### src/rtl/imm_encode.sv
// Packs a 32-bit immediate into the I/S/B/U/J fields of an RV32I word and
// queues {word, err} in a small output FIFO. Optional counters: IMM_ENCODE_STATS_EN.
module imm_encode #(
  parameter int DEPTH = 2,
  parameter int CNT_W = 16
) (
  input  logic             clk,
  input  logic             rst_n,
  input  logic             in_valid,
  output logic             in_ready,
  input  logic [2:0]       imm_type,
  input  logic [31:0]      imm_in,
  input  logic [31:0]      base_in,
  output logic             out_valid,
  input  logic             out_ready,
  output logic [31:0]      out_word,
  output logic             out_err,
  output logic [CNT_W-1:0] cnt_ok,
  output logic [CNT_W-1:0] cnt_err
);

  localparam int AW = (DEPTH > 1) ? $clog2(DEPTH) : 1;
  localparam logic [AW:0] DEPTH_C = (AW+1)'(DEPTH);

  localparam logic [2:0] T_I = 3'b001;
  localparam logic [2:0] T_B = 3'b010;
  localparam logic [2:0] T_U = 3'b011;
  localparam logic [2:0] T_J = 3'b100;
  localparam logic [2:0] T_S = 3'b101;

  // Returns {err, word}; out-of-range immediates are still packed from truncated bits.
  function automatic logic [32:0] encode(input logic [2:0]  t,
                                         input logic [31:0] imm,
                                         input logic [31:0] base);
    logic signed [31:0] s;
    logic [31:0]        w;
    logic               e;
    s = $signed(imm);
    w = base;
    e = 1'b1;
    case (t)
      T_I: begin
        w = {imm[11:0], base[19:0]};
        e = (s < -32'sd2048) || (s > 32'sd2047);
      end
      T_S: begin
        w = {imm[11:5], base[24:12], imm[4:0], base[6:0]};
        e = (s < -32'sd2048) || (s > 32'sd2047);
      end
      T_B: begin
        w = {imm[12], imm[10:5], base[24:12], imm[4:1], imm[11], base[6:0]};
        e = (s < -32'sd4096) || (s > 32'sd4094) || imm[0];
      end
      T_U: begin
        w = {imm[31:12], base[11:0]};
        e = |imm[11:0];
      end
      T_J: begin
        w = {imm[20], imm[10:1], imm[11], imm[19:12], base[11:0]};
        e = (s < -32'sd1048576) || (s > 32'sd1048574) || imm[0];
      end
      default: begin
        w = base;
        e = 1'b1;
      end
    endcase
    return {e, w};
  endfunction

  logic [32:0]   enc;
  logic          push, pop;
  logic [AW:0]   count_q, count_d;
  logic [AW-1:0] wr_ptr_q, wr_ptr_d, rd_ptr_q, rd_ptr_d;
  logic [32:0]   mem_q [DEPTH];
  logic [32:0]   head_d;
  logic [31:0]   out_word_q;
  logic          out_err_q;

  assign enc       = encode(imm_type, imm_in, base_in);
  assign in_ready  = (count_q < DEPTH_C);
  assign out_valid = (count_q != '0);
  assign push      = in_valid & in_ready;
  assign pop       = out_valid & out_ready;
  assign out_word  = out_word_q;
  assign out_err   = out_err_q;

  always_comb begin
    count_d  = count_q + (AW+1)'(push) - (AW+1)'(pop);
    wr_ptr_d = wr_ptr_q + AW'(push);
    rd_ptr_d = rd_ptr_q + AW'(pop);
    // The new head is the entry being written only when the queue drains to it this cycle.
    head_d   = (push && (wr_ptr_q == rd_ptr_d)) ? enc : mem_q[rd_ptr_d];
  end

  always_ff @(posedge clk) begin
    if (push) mem_q[wr_ptr_q] <= enc;
  end

  always_ff @(posedge clk or negedge rst_n) begin
    if (!rst_n) begin
      count_q    <= '0;
      wr_ptr_q   <= '0;
      rd_ptr_q   <= '0;
      out_word_q <= '0;
      out_err_q  <= 1'b0;
    end else begin
      count_q  <= count_d;
      wr_ptr_q <= wr_ptr_d;
      rd_ptr_q <= rd_ptr_d;
      if (count_d != '0) {out_err_q, out_word_q} <= head_d;
    end
  end

`ifdef IMM_ENCODE_STATS_EN
  function automatic logic [CNT_W-1:0] sat_inc(input logic [CNT_W-1:0] c);
    return (&c) ? c : c + 1'b1;
  endfunction

  logic [CNT_W-1:0] cnt_ok_q, cnt_err_q;

  always_ff @(posedge clk or negedge rst_n) begin
    if (!rst_n) begin
      cnt_ok_q  <= '0;
      cnt_err_q <= '0;
    end else if (push) begin
      if (enc[32]) cnt_err_q <= sat_inc(cnt_err_q);
      else         cnt_ok_q  <= sat_inc(cnt_ok_q);
    end
  end

  assign cnt_ok  = cnt_ok_q;
  assign cnt_err = cnt_err_q;
`else
  assign cnt_ok  = '0;
  assign cnt_err = '0;
`endif

endmodule

### config.mk
export PLATFORM = sky130hd
export DESIGN_NAME = imm_encode
export DESIGN_NICKNAME = d
export VERILOG_FILES = /design/src/rtl/imm_encode.sv
export SDC_FILE = /design/constraint.sdc
export NUM_CORES = 1
export LEC_CHECK = 0
export BUFFER_PORTS_ARGS = -buffer_cell sky130_fd_sc_hd__buf_2
export CAP_MARGIN = 15
export CORE_MARGIN = 3
export CORE_UTILIZATION = 48
export DETAILED_ROUTE_END_ITERATION = 16
export PLACE_DENSITY = 0.76
export REMOVE_ABC_BUFFERS = 1
export SYNTH_ARGS = -nofsm -noshare
export SYNTH_HDL_FRONTEND = slang
export SYNTH_SLANG_ARGS = --single-unit
### constraint.sdc
create_clock -name clk -period 2.2 [get_ports clk]
set_input_delay 0.22 -clock clk [delete_from_list [all_inputs] [get_ports clk]]
set_output_delay 0.22 -clock clk [all_outputs]
set_load 0.02 [all_outputs]
==> impl_metrics.py <==
metrics = {
    "setup_path": {
        "r2r-start": "count_q[0]$_DFF_PN0_",
        "arrival_ns": 2.37,
        "cpMaxStageDelayCell": "dfrtp_1",
        "setup.worst_path.class": "flop to flop",
        "crit_buf_inv": 4,
        "crit_chain": "o21ai_4 -> inv_1 -> ha_1 -> inv_2 -> ha_4 -> xnor2_4 -> xnor2_2 -> nor2_4 -> buf_12 -> buf_8 -> a21o_1",
        "rrSetupSlack_ns": 0.05,
        "cp.depth": 11,
        "timing.rr.end": "out_word[21]$_DFFE_PN0P_",
        "startpoint_type": "flop",
        "cp_data_required_time_ns": 2.43,
        "critPathLaunch": "count_q[0]$_DFF_PN0_",
        "critPathMaxStageDelay_ns": 0.41,
        "cp_max_fo": 8,
        "crit_path_end_kind": "flop",
        "endpoint": "out_word[21]$_DFFE_PN0P_",
        "cp_top_family": "adder cells",
        "worstRegToRegCells": 11,
    },
    "clocking": {
        "numCtsBuffers": 9,
        "cts_tree": "built",
        "clock_latency_ns": 0.34,
        "htree_levels": 3,
        "clockRootBuffer": "clkbuf_16",
        "clk_pin_slew_ns": 0.07,
        "cts_hold_buf": 0,
        "clock_path_buffers": 2,
        "cts.sinks": 103,
    },
    "sta": {
        "period_share_pct": 97.6,
        "final_hold_viol_count": 0,
        "final.setup.tns_ns": 0,
        "finalCriticalPeriod_ns": 2.15,
        "tightestPinTransition_ns": 0.918,
        "slew_viol_final": 0,
        "grt_setup_unrepaired": "yes",
        "setup_violations": 0,
        "slew_headroom_pct": 38.8,
        "clock-skew-final_ns": 0.00719,
        "clock.fmax_ghz": 0.466,
    },
    "placement": {
        "hpwlAfterDp_mm": 8.71,
        "gp_congestion": 0.841,
        "numPortBuffers": 105,
    },
    "global_route": {
        "grt_usage_pct": 19.3,
        "antenna_found_initial": 0,
        "grt_pass1_vias": 3796,
        "grt_max_degree": 43,
        "overflow": 0,
        "grt_pass1_wl_mm": 19.4,
    },
    "synthesis": {
        "syn-cell-area_sq_um": 5430,
        "synth_top_area_share_pct": 36.5,
        "ys_async_sr_fraction_pct": 35.9,
        "ys_seq_elements": 103,
        "ys_warn_count": 0,
        "ys_seq_area_share_pct": 53.5,
        "synthCells": 495,
        "ys_top_cells_by_area": "edfxtp_1 (36%), dfrtp_1 (17%), mux2i_1 (6.4%)",
        "synth-main-ff-cell": "edfxtp_1",
        "avgSynthCellArea_sq_um": 11.0,
        "synth_edf_count": 66,
        "ys_types": 50,
        "yosysTopAreaCell": "edfxtp_1",
    },
    "cells_and_area": {
        "synthToLayoutAreaGrowth_pct": 19.2,
        "drive_above_1_share_pct": 28.5,
        "final_common_cell": "buf_2",
        "multi_input_area_sq_um": 2270,
        "fin_util_pct": 59.2,
        "seq_area_sq_um": 2910,
        "fillers": 890,
        "final_nets": 677,
        "n_antenna_cell": 0,
        "final_cell_mix": "buf_2 (105), nand2_1 (80), edfxtp_1 (66)",
    },
    "floorplanning": {
        "start_util_pct": 49.7,
        "pin_count": 138,
        "fp-row-count": 38,
        "dieArea_sq_um": 12600,
        "fp.dieW_microns": 112,
        "die_y_microns": 112,
        "core_area_sq_um": 10900,
    },
    "detailed_routing": {
        "ant_nets": 0,
        "wl_per_cell_microns": 16.8,
        "drc": 0,
        "vias": 4057,
        "drt_iter0_drc": 396,
        "wirelength_mm": 12.5,
        "vias_per_cell": 5.43,
        "firstDrtPassIters": 5,
    },
    "job": {
        "drv_cap": 0,
    },
    "power": {
        "leakage_uw": 0.00278,
        "ir_drop_mv": 0.846,
        "power_density_nw_per_um2": 1450,
    },
    "status": {
        "outcome": "finished, final reports clean",
    },
    "hold_path": {
        "min_path_type": "input port to async pin",
    },
}
-- logic make-up after synthesis --
| logic type | count (synthesis) | synth area share, % |
|---|---|---|
| other | 1 | 0.0690 |
| AOI/OAI and AO/OA | 126 | 15.4 |
| DFF | 103 | 53.5 |
| adders and majority gates | 4 | 0.921 |
| and+or+nand+nor | 136 | 11.4 |
| muxes | 44 | 8.52 |
| buffers and inverters | 74 | 8.34 |
| xor gates and xnor gates | 7 | 1.87 |
-- stage by stage --
step	hold slack (ns)	setup slack, ns	instances	area (sq um)	total power [uW]
final	0.0158	0.0531	747	6470	9380
after global routing	0.0836	-0.0157	747	6470	10000
after CTS	0.0491	0.0211	743	6360	9050
after detailed placement	0.412	0.0396	727	6040	7330
after global placement	0.377	0.137	727	6040	7160
after floorplan	-0.0756	-1.67	462	5130	5590
-- cell type report --
class                   instances  area share [%]
clock inverters                 5            1.26
repair buffers                129            11.8
clock buffers                  11            3.75
flip-flops and latches        103            44.9
well taps                     140            2.71
inverters                      10           0.580
multi-input cells             349            35.0
-- synthesized netlist by cell type (2+ instances only) --
master     count
dfrtp_1       37
buf_4         34
ha_1           4
buf_6          4
buf_2         14
nor3b_1        4
a31oi_1        2
a221o_1        6
clkbuf_1      10
xnor2_1        4
a211oi_1       4
a22oi_1       12
buf_1          2
nor2_1        20
inv_1          9
nand4_1        6
a21oi_1        2
a21o_1         4
o2bb2ai_1      6
mux2i_1       35
edfxtp_1      66
nor2b_1        2
o21ai_0        8
or4_1          2
mux2_1         8
nand3b_1       5
o22ai_1        2
o221a_2        4
nor3_2         2
a22o_1        12
nor4_1         5
nand2_1       84
o21ai_1       59
-- worst min path at each step --
stage / start / to / slack, ns
after floorplan: rst_n / count_q[0]$_DFF_PN0_ / -0.08
after global placement: rst_n / out_word[0]$_DFFE_PN0P_ / 0.38
after detailed placement: rst_n / out_word[4]$_DFFE_PN0P_ / 0.41
after CTS: rst_n / out_word[4]$_DFFE_PN0P_ / 0.05
after global routing: rst_n / out_word[3]$_DFFE_PN0P_ / 0.08
final: rst_n / out_word[4]$_DFFE_PN0P_ / 0.02
-- state kept, by name, indices dropped and copies added (netlist names) --
signal    cells
wr_ptr_q      1
rd_ptr_q      1
mem_q        66
count_q       2
out_word     32
out_err       1
-- report_power, final --
group / total (uW) / switching [uW] / internal [uW]
Combinational: 4620 / 2670 / 1950
Sequential: 3040 / 275 / 2760
Clock: 1720 / 690 / 1030
Total: 9380 / 3630 / 5740
-- layer usage --
| layer | global-route usage (%) | up-vias | part of all wire, % |
|---|---|---|---|
| met5 | 0 | - | 0 |
| met4 | 5.69 | 0 | 1.4 |
| met3 | 4.31 | 18 | 6.9 |
| met2 | 30.8 | 162 | 47 |
| met1 | 26.6 | 1920 | 44 |
| li1 | - | 1957 | - |
-- what timing repair did --
action,4_1_cts,5_1_grt
setup buffers,0,4
endpoints found under the setup margin,0,27
gates resized for setup,0,20
(Power assumes the default switching activity.)
